File: config.mk
export PLATFORM = sky130hd
export DESIGN_NAME = disp_scan_arbiter
export DESIGN_NICKNAME = d
export VERILOG_FILES = /design/src/rtl/disp_scan_arbiter_pkg.sv /design/src/rtl/disp_scan_arbiter_hex2seg.sv /design/src/rtl/disp_scan_arbiter.sv
export SDC_FILE = /design/constraint.sdc
export NUM_CORES = 1
export LEC_CHECK = 0
export ABC_AREA = 0
export CORE_ASPECT_RATIO = 0.6
export CORE_MARGIN = 5
export CORE_UTILIZATION = 51
export DETAILED_ROUTE_END_ITERATION = 8
export PLACE_DENSITY = 0.85
export SYNTH_ARGS = -nofsm -noshare
export SYNTH_HDL_FRONTEND = slang
export SYNTH_HIERARCHICAL = 1
export SYNTH_SLANG_ARGS = --single-unit
File: constraint.sdc
create_clock -name clk -period 5.5 [get_ports clk]
set_input_delay 1.1 -clock clk [delete_from_list [all_inputs] [get_ports clk]]
set_output_delay 1.1 -clock clk [all_outputs]
set_load 0.01 [all_outputs]
File: src/rtl/disp_scan_arbiter_pkg.sv
// Shared types and constants for the display scan arbiter and related display paths.
//   scan_state_e : scan FSM state encodings
//   frame_t      : 16-bit shifter frame {dp, seg[6:0] active-low gfedcba, sel[7:0] one-hot}
package disp_scan_arbiter_pkg;

  typedef enum logic [1:0] {
    ST_IDLE = 2'd0,
    ST_LOAD = 2'd1,
    ST_SEND = 2'd2
  } scan_state_e;

  localparam int unsigned FRAME_W             = 16;
  localparam int unsigned FRAME_DP_BIT        = 15;
  localparam int unsigned FRAME_SEG_MSB       = 14;
  localparam int unsigned FRAME_SEG_LSB       = 8;
  localparam int unsigned FRAME_SEL_MSB       = 7;
  localparam int unsigned FRAME_SEL_LSB       = 0;
  localparam int unsigned NUM_DIGITS          = 8;
  localparam int unsigned DIGIT_W             = 3;
  localparam int unsigned DATA_W              = 32;
  localparam int unsigned DEFAULT_SCAN_DIV    = 50000;
  localparam int unsigned DEFAULT_HOLD_FRAMES = 4;

  localparam logic [6:0] BLANK_SEG = 7'h7F;

  typedef struct packed {
    logic       dp;
    logic [6:0] seg;
    logic [7:0] sel;
  } frame_t;

  localparam frame_t FRAME_RESET = '{dp: 1'b1, seg: BLANK_SEG, sel: 8'h00};

endpackage

File: src/rtl/disp_scan_arbiter_hex2seg.sv
// Combinational hex nibble to active-low seven-segment (gfedcba) decoder.
//   nibble : 4-bit hex value
//   seg_c  : active-low segment pattern, bit 0 = a
module disp_scan_arbiter_hex2seg (
  input  logic [3:0] nibble,
  output logic [6:0] seg_c
);

  always_comb begin
    seg_c = 7'h7F;
    case (nibble)
      4'h0: seg_c = 7'h40;
      4'h1: seg_c = 7'h79;
      4'h2: seg_c = 7'h24;
      4'h3: seg_c = 7'h30;
      4'h4: seg_c = 7'h19;
      4'h5: seg_c = 7'h12;
      4'h6: seg_c = 7'h02;
      4'h7: seg_c = 7'h78;
      4'h8: seg_c = 7'h00;
      4'h9: seg_c = 7'h10;
      4'hA: seg_c = 7'h08;
      4'hB: seg_c = 7'h03;
      4'hC: seg_c = 7'h46;
      4'hD: seg_c = 7'h21;
      4'hE: seg_c = 7'h06;
      4'hF: seg_c = 7'h0E;
      default: seg_c = 7'h7F;
    endcase
  end

endmodule

File: src/rtl/disp_scan_arbiter.sv
// Digit-scan sequencer for the 8-digit display with frame-coherent arbitration
// between two 32-bit hex sources. One frame per scan tick is handed to the
// 74HC595 shifter over valid/ready.
//   clk, reset          : clock, synchronous active-high reset
//   en                  : scan enable
//   req[1:0]            : source requests
//   data0, data1        : source values
//   grant[1:0]          : one-hot owner, 00 = blank
//   frame_data[15:0]    : {dp, seg, sel}
//   frame_valid/ready   : shifter handshake
//   digit_idx[2:0]      : digit of current/next frame
module disp_scan_arbiter
  import disp_scan_arbiter_pkg::*;
#(
  parameter int unsigned SCAN_DIV    = DEFAULT_SCAN_DIV,
  parameter int unsigned HOLD_FRAMES = DEFAULT_HOLD_FRAMES
) (
  input  logic        clk,
  input  logic        reset,
  input  logic        en,
  input  logic [1:0]  req,
  input  logic [31:0] data0,
  input  logic [31:0] data1,
  output logic [1:0]  grant,
  output logic [15:0] frame_data,
  output logic        frame_valid,
  input  logic        frame_ready,
  output logic [2:0]  digit_idx
);

  localparam int unsigned CNT_W  = $clog2(SCAN_DIV);
  localparam int unsigned HOLD_W = $clog2(HOLD_FRAMES + 1);

  scan_state_e         state_q, state_d;
  logic [CNT_W-1:0]    cnt_q, cnt_d;
  logic [DIGIT_W-1:0]  digit_q, digit_d;
  logic [HOLD_W-1:0]   hold_q, hold_d;
  logic [1:0]          grant_q, grant_d;
  logic [DATA_W-1:0]   snap_q, snap_d;
  frame_t              frame_q, frame_d;
  logic                valid_q, valid_d;

  logic                tick_c;
  logic                hold_sat_c;
  logic                boundary_c;
  logic [1:0]          grant_arb_c;
  logic [DATA_W-1:0]   snap_arb_c;
  logic [DATA_W-1:0]   snap_view_c;
  logic [3:0]          nibble_c;
  logic [6:0]          seg_c;

  assign tick_c      = en && (cnt_q == CNT_W'(SCAN_DIV - 1));
  assign hold_sat_c  = (hold_q >= HOLD_W'(HOLD_FRAMES));
  assign boundary_c  = (digit_q == '0);

  // Owner arbitration evaluated for the frame boundary; only used in LOAD at digit 0.
  always_comb begin
    grant_arb_c = grant_q;
    case (grant_q)
      2'b01: begin
        if (!req[0])                   grant_arb_c = req[1] ? 2'b10 : 2'b00;
        else if (req[1] && hold_sat_c) grant_arb_c = 2'b10;
      end
      2'b10: begin
        if (!req[1])                   grant_arb_c = req[0] ? 2'b01 : 2'b00;
        else if (req[0] && hold_sat_c) grant_arb_c = 2'b01;
      end
      default: grant_arb_c = req[0] ? 2'b01 : (req[1] ? 2'b10 : 2'b00);
    endcase
    snap_arb_c = grant_arb_c[1] ? data1 : (grant_arb_c[0] ? data0 : '0);
  end

  // At the boundary the frame shows the freshly snapshotted value.
  assign snap_view_c = boundary_c ? snap_arb_c : snap_q;
  assign nibble_c    = snap_view_c[{digit_q, 2'b00} +: 4];

  disp_scan_arbiter_hex2seg u_hex2seg (
    .nibble (nibble_c),
    .seg_c  (seg_c)
  );

  // Next-state and registered-output logic.
  always_comb begin
    state_d = state_q;
    cnt_d   = cnt_q;
    digit_d = digit_q;
    hold_d  = hold_q;
    grant_d = grant_q;
    snap_d  = snap_q;
    frame_d = frame_q;
    valid_d = valid_q;

    if (!en)         cnt_d = '0;
    else if (tick_c) cnt_d = '0;
    else             cnt_d = cnt_q + CNT_W'(1);

    case (state_q)
      ST_IDLE: begin
        if (tick_c) state_d = ST_LOAD;
      end
      ST_LOAD: begin
        if (boundary_c) begin
          grant_d = grant_arb_c;
          snap_d  = snap_arb_c;
          if (grant_arb_c != grant_q) hold_d = '0;
        end
        frame_d.dp  = 1'b1;
        frame_d.seg = (grant_d == 2'b00) ? BLANK_SEG : seg_c;
        frame_d.sel = 8'd1 << digit_q;
        valid_d     = 1'b1;
        state_d     = ST_SEND;
      end
      ST_SEND: begin
        // Ticks landing here are intentionally dropped.
        if (frame_ready) begin
          valid_d = 1'b0;
          digit_d = digit_q + DIGIT_W'(1);
          if (digit_q == DIGIT_W'(NUM_DIGITS - 1) && !hold_sat_c)
            hold_d = hold_q + HOLD_W'(1);
          state_d = ST_IDLE;
        end
      end
      default: state_d = ST_IDLE;
    endcase
  end

  always_ff @(posedge clk) begin
    if (reset) begin
      state_q <= ST_IDLE;
      cnt_q   <= '0;
      digit_q <= '0;
      hold_q  <= '0;
      grant_q <= 2'b00;
      snap_q  <= '0;
      frame_q <= FRAME_RESET;
      valid_q <= 1'b0;
    end else begin
      state_q <= state_d;
      cnt_q   <= cnt_d;
      digit_q <= digit_d;
      hold_q  <= hold_d;
      grant_q <= grant_d;
      snap_q  <= snap_d;
      frame_q <= frame_d;
      valid_q <= valid_d;
    end
  end

  assign grant       = grant_q;
  assign frame_data  = frame_q;
  assign frame_valid = valid_q;
  assign digit_idx   = digit_q;

endmodule

* Word level (Yosys, flattened, before mapping)
Memories as Yosys holds them, arrays and structs flattened.
Cells that the tools add are included.
** Storage, ports and cells
- Bits in registers :: 74
- Bits in read-only memories :: 112
- Memories kept :: 1
- Output and inout bits :: 22
- Bits of input ports :: 70
** Memory list
- (no name shown) :: depth 16, bits a word 7, rd ports 1, clocked after Yosys merged registers in 0, write ports 0, RTL line disp_scan_arbiter_hex2seg.sv:11 : case (nibble)
** Cells by class
- Mux-type cells :: 24
- Equality and inequality tests :: 12
- Magnitude comparators :: 1
- Bitwise gates (word level) :: 1
- $add $sub $neg :: 3
- Shifts and indexed selects :: 2
- Reductions and logical operators :: 14
** Operators by type and width (number)
- $mux W32 :: 3
- $shiftx A32 B6 Y4 :: 1
- $mux W2 :: 10
- $add A16 B1 Y16 const B :: 1
- $eq A16 B16 Y1 const B :: 1
- $mux W3 :: 4
- $ne A2 B2 Y1 const B :: 5
- $shl A1 B3 Y8 const A :: 1
- $mux W7 :: 1
- $add A3 B1 Y3 const B :: 2
- $pmux W2 S3 :: 1
- $pmux W3 S2 :: 1
- $reduce_and A2 Y1 :: 3
- $reduce_and A5 Y1 :: 1
- $eq A2 B1 Y1 const B :: 2
- $eq A2 B2 Y1 const B :: 2
- $logic_and A1 B1 Y1 :: 4
- $logic_not A2 Y1 :: 2
- $pmux W2 S2 :: 1
- $eq A3 B3 Y1 const B :: 1
- $ge A3 B3 Y1 const B :: 1
- $logic_not A3 Y1 :: 1
- $reduce_or A3 Y1 :: 1
- $mux W1 :: 2
- other kinds (5) :: 5

* Depth between registers and ports, before layout
An unclocked memory read counts as a cell.
- Depth after elaboration :: 11
- Mapped depth :: 18

* Modules after synthesis
The synthesis kept the hierarchy.
** Modules (own cells, without submodules)
- disp_scan_arbiter :: instances 1, area an instance 4027.6 µm², cells an instance 528
- disp_scan_arbiter_hex2seg :: instances 1, area an instance 252.7 µm², cells an instance 31

* Least setup slack after synthesis
Ideal clock, no wire load.
- Path type :: in2reg
- Start :: input req[1]
- End :: register frame_q (netlist bit frame_data[11])
- Path slack :: 1.335 ns
- Data arrival time :: 4.047 ns
- Path buffers :: 1
- Cell stages on the path :: 14
- Path through :: a22o_1 a221oi_2 nor2_2 nor3_4 buf_6 a21oi_1 a211o_1 a2111oi_2 inv_1 ha_1 inv_1 mux4_2 o22ai_1 nand2b_1
** On the way
- Cells in the longest elaborated chain, start to end :: 10
** Ends and longest elaborated chain
- from (decl) :: RTL line disp_scan_arbiter.sv:21 : input logic [1:0] req,
- $logic_and A1 B1 Y1 :: RTL line disp_scan_arbiter.sv:62 : else if (req[1] && hold_sat_c) grant_arb_c = 2'b10;
- $mux W2 :: RTL line disp_scan_arbiter.sv:62
- $mux W2 :: RTL line disp_scan_arbiter.sv:61 : if (!req[0]) grant_arb_c = req[1] ? 2'b10 : 2'b00;
- $pmux W2 S2 * :: RTL line disp_scan_arbiter.sv:59 : case (grant_q)
- $mux W32 :: RTL line disp_scan_arbiter.sv:70 : snap_arb_c = grant_arb_c[1] ? data1 : (grant_arb_c[0] ? data0 : '0);
- $mux W32 * :: RTL line disp_scan_arbiter.sv:70
- $mux W32 *
- $shiftx A32 B6 Y4 * :: RTL line disp_scan_arbiter.sv:75 : assign nibble_c = snap_view_c[{digit_q, 2'b00} +: 4];
- named net nibble_c[0] :: RTL line disp_scan_arbiter.sv:49 : logic [3:0] nibble_c;
- $mem_v2 Z16 W7 *
- named net seg_c[3] :: RTL line disp_scan_arbiter.sv:50 : logic [6:0] seg_c;
- $mux W7 * :: RTL line disp_scan_arbiter.sv:108 : frame_d.seg = (grant_d == 2'b00) ? BLANK_SEG : seg_c;
- to (signal assigned) :: RTL line disp_scan_arbiter.sv:144 : frame_q <= frame_d;
- to (decl) :: RTL line disp_scan_arbiter.sv:40 : frame_t frame_q, frame_d;
Mark *: on every way through the listed nets, which the timed path passes. The rest lies on a longest branch. The select of a mux whose other input is x is not followed.
A chain may end at the register's enable or synchronous reset.

* Worst setup path after layout
Same ends and word-level chain as after synthesis.

==> out/results.ini <==
[run]
cap_violations=0

[timing]
finalCritPeriodShare=0.883
worstMarginPinSlew_ns=1.11
rsz0062_at_grt=no
worst_slew_margin_rel=0.258
worst_slack_ns=0.645
finalMaxSlewViolations=0
finalClockSkew_ns=0.00486
max_freq_mhz=206
fin_crit_ns=4.86
finalSetupViolCount=0
setup_tns_ns=0
hold_viol_final=0

[pwr]
p_per_area_mw_per_mm2=242
p_leak_uw=0.00210
ir_worst_vdd_mv=0.169

[logic_synthesis]
synth-async-reset-ratio=0
syn_area_per_cell_um2=7.66
synth-seq-cells=74
ys.flop_type=dfxtp_1
yosysUniqueCellTypes=56
synthMuxAreaShare=0.0196
synth-adder-area-share=0.0526
synthCells=559
syn_area_mm2=0.00428
ys_seq_area_frac=0.346
synth_edf_count=0
synth_xor_area_frac=0.0348
ys_top_cells_by_area=dfxtp_1 35%, a21oi_1 8.5%, nand2_1 6.5%
yosys.area_share.simple=0.224
synth_area_leader_cell=dfxtp_1
synth_top_area_frac=0.346
synth_top_family_by_area=compound AO/OA/AOI/OAI gates
syn-num-nets=647
synthTopCellsByCount=74 x dfxtp_1, 74 x nand2_1, 73 x a21oi_1, 70 x nor2_1, 23 x clkbuf_1
yosysWarnings=6
synth-compound-area-share=0.263

[placed_design]
hpwl_um=9530
pre_cts_ws_ns=0.438
placed_cells=734
port_buffers=90
globalplace.congestion=0.910

[floorplan]
die_w_um=128
die_area_mm2=0.0104
io_pins=92
rows=25
initial_core_util=0.535
fp.dieH_um=81.0
core_mm2=0.00801

[hold_path]
worst_hold_path_type=flip-flop to flip-flop
min_to=cnt_q[0]
whs_path_depth=1
holdCritStartpoint=cnt_q[0]

[final_layout]
syn2layout_area_growth_pct=30.3
layout-drive-gt1-share=0.0624
diodes=0
nFillCells=665
fin_cells=749
nNetsFinal=725
seq_area_mm2=0.00148
multi_input_area_mm2=0.00254

[clock_network]
h-tree-depth=3
hold_buffers=0
cts-buffers-inserted=9
clk_pin_slew_ns=0.06
cts_buffer_depth=2
clock_latency_ns=0.34
cts_resized=0
cts.sinks=74
cts_tree=built
post_cts_buffers=0
cts_root_buffer=clkbuf_16

[route]
ant_nets=0
route.final.wire_length_um=13400
routedWlPerCell_um=17.9
drc_errors=0
dr.pass1.iters=8
vias=4585
first_iter_violations=520
drt-vias-per-instance=6.12

[run_status]
outcome=complete, no violations

[worst_setup_path]
r2r_cells=15
end_kind=flip-flop
critPathMaxFanout=15
crit-reg2reg-launch=digit_idx[1]
reg2reg_slack_ns=0.87
crit_path_start_kind=input port
crit_arrival_ns=5.08
r2r-end=frame_data[11]
crit_start=req[1]
critical_path_class=input port to flip-flop
critPathRequiredTime_ns=5.73

[global_route]
grt_max_degree=61
grt_pass1_wl_um=21300
track_usage=0.258
grt_pass1_vias=4423
antenna_found_initial=0
grt_overflow=0

worst max path at each step:
stage,end
final,frame_data[11]
after global routing,frame_data[11]
after CTS,frame_data[11]
after detailed placement,frame_data[11]
after global placement,frame_data[11]
after floorplan,frame_data[11]
routing by layer:
metal | share of wire | vias up | track usage
met5 | 0 | - | 0
met4 | 0.014 | 0 | 0.0773
met3 | 0.12 | 25 | 0.0861
met2 | 0.43 | 299 | 0.402
met1 | 0.43 | 2140 | 0.342
li1 | - | 2121 | -
cells in the final DEF, fill, tap and decap left out, types with 10 or more instances in the layout:
cell	count
nand3_1	16
a22o_1	11
nand2_1	74
nor2_1	70
and3_1	12
clkdlybuf4s50_1	89
nand2b_1	16
o22ai_1	10
ha_1	18
a22oi_1	11
buf_4	14
inv_1	19
o21ai_0	17
dfxtp_1	74
a21oi_1	73
area by class of cell:
class	instances	share of cell area
clock buffers	10	0.0411
clock inverters	5	0.0186
inverters	22	0.0148
multi-input cells	426	0.456
flip-flops and latches	74	0.266
well taps	108	0.0242
repair buffers	104	0.179
power by group:
| group | total, uW | internal [uW] | leakage, uW | switching (uW) |
|---|---|---|---|---|
| registers | 537 | 537 | 0.000596 | 0.401 |
| logic | 148 | 76.4 | 0.00134 | 71.2 |
| clock network | 668 | 441 | 0.000163 | 227 |
| total | 1350 | 1050 | 0.00210 | 299 |
critical path, cell delays in order:
cell	delay (ns)
clkdlybuf4s50_1	0.51
a22o_1	0.26
a221oi_2	0.27
nor2_2	0.19
nor3_4	0.48
buf_4	0.27
a31oi_1	0.11
o21a_1	0.26
a2111oi_2	0.38
inv_1	0.20
ha_1	0.35
inv_1	0.04
mux4_2	0.45
o22ai_1	0.12
nand2b_1	0.07
through the flow:
step                power (uW)   util  cell area [um2]  hold WS [ns]
floorplan                  617      -             4280         0.413
global placement           688  0.655             5240         0.425
detailed placement         690  0.655             5240         0.436
CTS                       1360  0.696             5580         0.445
global route              1390  0.696             5580         0.474
finish                    1350  0.696             5580         0.444
logic make-up (layout without fill, tap and decap cells):
logic type               Yosys count  count (layout)
multiplexers                       7               7
adder cells (fa/ha/maj)           18              18
XOR/XNOR                          17              17
other                              1               1
buffers and inverters             59             141
AND/OR/NAND/NOR                  211             211
flip-flops                        74              74
AO/OA/AOI/OAI                    172             172
flip-flops by register name (all words and copies together), names as in the netlist:
signal       cells
frame_data      15
snap_q          32
frame_valid      1
cnt_q           16
grant            2
digit_idx        3
state_q          2
hold_q           3
Power figures use the tool's default switching activity.
==> variant 1 (same flow settings) <==
Make the reset (`reset`) asynchronous in one clocked block. Comments in the files are not updated.
--- a/src/rtl/disp_scan_arbiter.sv
+++ b/src/rtl/disp_scan_arbiter.sv
@@ -124,7 +124,7 @@
     endcase
   end
 
-  always_ff @(posedge clk) begin
+  always_ff @(posedge clk or posedge reset) begin
     if (reset) begin
       state_q <= ST_IDLE;
       cnt_q   <= '0;
Formal check against the unedited RTL: same outputs for any inputs over 10 cycles, from zero or initial values and one cycle with reset high; that may be too few to reach the edited logic, so the function may still have changed.
==> variant 1 against the original RTL <==
Synthesized area is 2.2% higher; routed wire length is 1.3% lower; global-route usage is 0.11 points lower; sequential cell count unchanged; worst hold slack better by 18 ps; fmax is 3.8% higher; synthesized cell count is 13% lower; worst setup slack better by 180 ps; design area grew 1.9%; final cell count shrank 7.7%.
Power is not compared: it rests on default switching activity, and its combinational part moved more than twofold at a synthesized area within 25%.
==> variant 1: results (changes against the original RTL) <==
dp_cells: 675  # -8.0%
syn_nets: 575  # -11%
synth_fa_ha_area_share_pct: 5.150  # -0.11 points
synth_xor_xnor_area_share_pct: 3.405  # -0.074 points
final_cells: 691  # -7.7%
r2r_cells: 13  # -2
drt_iter0_drc: 524  # +0.77%
nonClkBufAreaFrac_pct: 17.97  # +0.024 points
post-route-min-period_ps: 4679  # -176.3 ps
synth_seq_area_share_pct: 42.55  # +7.9 points
area_growth_pct: 29.90
crit_end: "frame_data[11]$_DFFE_PP1P_"
synth_common_cells: "67 x dfrtp_1, 63 x nand2_1, 61 x nor2_1, 34 x o21ai_0"
grt_max_degree: 48  # -21%
syn_inst: 487  # -13%
netlist_area_um2: 4373  # +2.2%
num-fill-cells: 671  # +0.90%
synth_area_leaders: "dfrtp_1 38%, nand2_1 5.4%, nor2_1 5.2%, ha_1 5.2%, dfstp_2 4.2%"
drive_gt1_share_pct: 7.945  # +1.7 points
slew_headroom_pct: 18.55  # -7.3 points
gr-usage-all-layers_pct: 25.71  # -0.11 points
place_area_um2: 5390  # +2.8%
multi_input_area_um2: 2297  # -9.7%
startpoint: "req[0]"
synthArstFlopShare_pct: 100.0  # +100 points
fin_hold_ws_ps: 461.6  # +17.92 ps
worstHoldStart: "cnt_q[0]$_DFF_PP0_"
grt_pass1_vias: 4190  # -5.3%
sh_seq_area_pct: 32.75  # +6.2 points
reg2reg_from: "digit_idx[1]$_DFFE_PP0P_"
via_per_inst: 6.116  # about the same
finalWeightedCongestion: 0.9202  # +1.1%
inverters_excl_clock: 19  # -14%
status: "finished clean"
variant 1: changes by cell type after synthesis, moves of 9 or more:
cell / change
nand2b_1: -10
a22o_1: -10
dfrtp_1: +67
dfxtp_1: -74
a21oi_1: -56
a221oi_1: +14
nand2_1: -11
nor2_1: -9
o21ai_0: +16
variant 1: per-layer routing:
layer	vias to the layer above	global-route usage (%)	share of wire [%]
met5	-	0	0
met4	0	6.950	1.6
met3	27	7.083	9.8
met2	239	39.67	45
met1	2032	35.95	44
li1	1928	-	-
variant 1: worst max-delay path: stages:
cell and delay, ps:
clkdlybuf4s50_1 560, nand2_1 80, a31oi_1 310, o41ai_4 180, nor3_4 580, a2111oi_0 220
a311oi_1 480, o22a_1 300, inv_1 140, ha_1 330, inv_1 40, mux4_2 450
o22a_1 170
variant 1: kinds of logic after synthesis:
group	after synthesis
other cells	1
mux	8
simple gates	180
buf+inv	49
flops	74
xor+xnor	17
compound gates	140
fa+ha+maj	18
==> variant 2 (same flow settings) <==
Made on the original files. Set the package constant `DEFAULT_SCAN_DIV` to 25000 (it was 50000).
--- a/src/rtl/disp_scan_arbiter_pkg.sv
+++ b/src/rtl/disp_scan_arbiter_pkg.sv
@@ -18,7 +18,7 @@
   localparam int unsigned NUM_DIGITS          = 8;
   localparam int unsigned DIGIT_W             = 3;
   localparam int unsigned DATA_W              = 32;
-  localparam int unsigned DEFAULT_SCAN_DIV    = 50000;
+  localparam int unsigned DEFAULT_SCAN_DIV    = 25000;
   localparam int unsigned DEFAULT_HOLD_FRAMES = 4;
 
   localparam logic [6:0] BLANK_SEG = 7'h7F;
Function: same outputs for any inputs over 10 cycles, from zero or initial values and one cycle with reset high; that may be too few to reach the edited logic, so the function may still have changed.
==> variant 2 against the original RTL <==
Utilization shrank 2.4 points; die area shrank 3.9%; design area shrank 5.3%; register-to-register slack gained 50 ps; worst setup slack gained 72 ps; combinational power shrank 11%; synthesized area shrank 4.4%; critical path depth shrank 2; fmax grew 1.5%; power shrank 12%; sequential cell count shrank 1; routed wire length shrank 13%; first-iteration DRC count shrank 33%; largest cell class unchanged; highest routed layer unchanged.
==> variant 2: results (changes against the original RTL) <==
drive_gt1_share_pct: 7.155  # +0.92 points
final_nets: 656  # -9.5%
reg2reg_from: "grant[0]$_SDFFE_PP0P_"
status: "finished clean"
synth_fa_ha_area_share_pct: 5.503  # +0.24 points
arrival_ps: 5010  # -70 ps
drt_iter0_drc: 348  # -33%
grt_pass1_wl_mm: 19.14  # -10%
synth_area_leaders: "dfxtp_1 36%, nor2_1 6.5%, ha_1 5.5%, nand2_1 4.9%, mux2i_1 4.4%"
crit_slowest_cell: "and2_1"
gr-usage-all-layers_pct: 23.62  # -2.2 points
syn_nets: 583  # -9.9%
crit_path_end_kind: "register"
via_per_inst: 5.963  # -2.6%
post_cts_buffers: 0  # unchanged
rrSetupSlack_ps: 920  # +50 ps
cp_max_fo: 21  # +6
synth_cell_type_count: 53  # -5.4%
grtUsageMet3_pct: 8.422  # -0.18 points
routedWlPerCell_um: 17.20  # -4.0%
wl_met2_mm: 5.393  # -7.0%
slowest_delay_ps: 750  # +240 ps
finalWeightedCongestion: 0.9885  # +8.6%
grt_pass1_vias: 3884  # -12%
dr_wl_met3_mm: 1.199  # -26%
tightest_slew_ps: 1104  # -8.629 ps
vdd_ir_drop_max_mv: 0.1586  # -6.3%
met1_usage_pct: 30.82  # -3.4 points
p_leak_nw: 1.798  # -14%
num-fill-cells: 627  # -5.7%
synth_mux_area_share_pct: 7.154  # +5.2 points
dp_hpwl_mm: 8.468  # -11%
dr.pass1.iters: 5  # -3
synth_seq_area_share_pct: 35.71  # +1.1 points
synth_compound_area_share_pct: 19.99  # -6.3 points
[variant 2: stage by stage]
| stage | setup slack [ps] | util (%) | power [W] | std cells | area [µm²] |
|---|---|---|---|---|---|
| 3_3_place_gp | 722.7 | 63.79 | 0.0006645 | 665 | 5009 |
| 6_report | 716.5 | 67.27 | 0.001193 | 681 | 5281 |
| 4_1_cts | 838.4 | 67.27 | 0.001200 | 681 | 5281 |
| 5_1_grt | 542.6 | 67.27 | 0.001239 | 681 | 5281 |
| 3_5_place_dp | 494.0 | 63.79 | 0.0006698 | 665 | 5009 |
| 2_1_floorplan | 1523 | - | 0.0006027 | 495 | 4093 |
[variant 2: worst min path at each step]
stage               slack [ps]                       start                         end
detailed placement         440         cnt_q[0]$_SDFF_PP0_         cnt_q[0]$_SDFF_PP0_
floorplan                  420         cnt_q[0]$_SDFF_PP0_         cnt_q[0]$_SDFF_PP0_
global route               480  frame_data[2]$_SDFFE_PP0P_  frame_data[2]$_SDFFE_PP0P_
CTS                        450         cnt_q[0]$_SDFF_PP0_         cnt_q[0]$_SDFF_PP0_
global placement           430         cnt_q[0]$_SDFF_PP0_         cnt_q[0]$_SDFF_PP0_
finish                     440         cnt_q[0]$_SDFF_PP0_         cnt_q[0]$_SDFF_PP0_
[variant 2: final cells by class]
| type | count | share of cell area [%] |
|---|---|---|
| clock buffers | 9 | 4.264 |
| inverters | 18 | 1.279 |
| well taps | 108 | 2.559 |
| multi-input cells | 369 | 45.37 |
| flip-flops and latches | 73 | 27.67 |
| repair buffers | 97 | 17.96 |
| clock inverters | 7 | 0.9003 |
[variant 2: report_power, final]
part	internal [W]	leakage [nW]	switching (W)
clock	0.000304	0.131	0.000227
combinational	0.0000687	1.08	0.0000628
sequential	0.000529	0.588	0.000000472
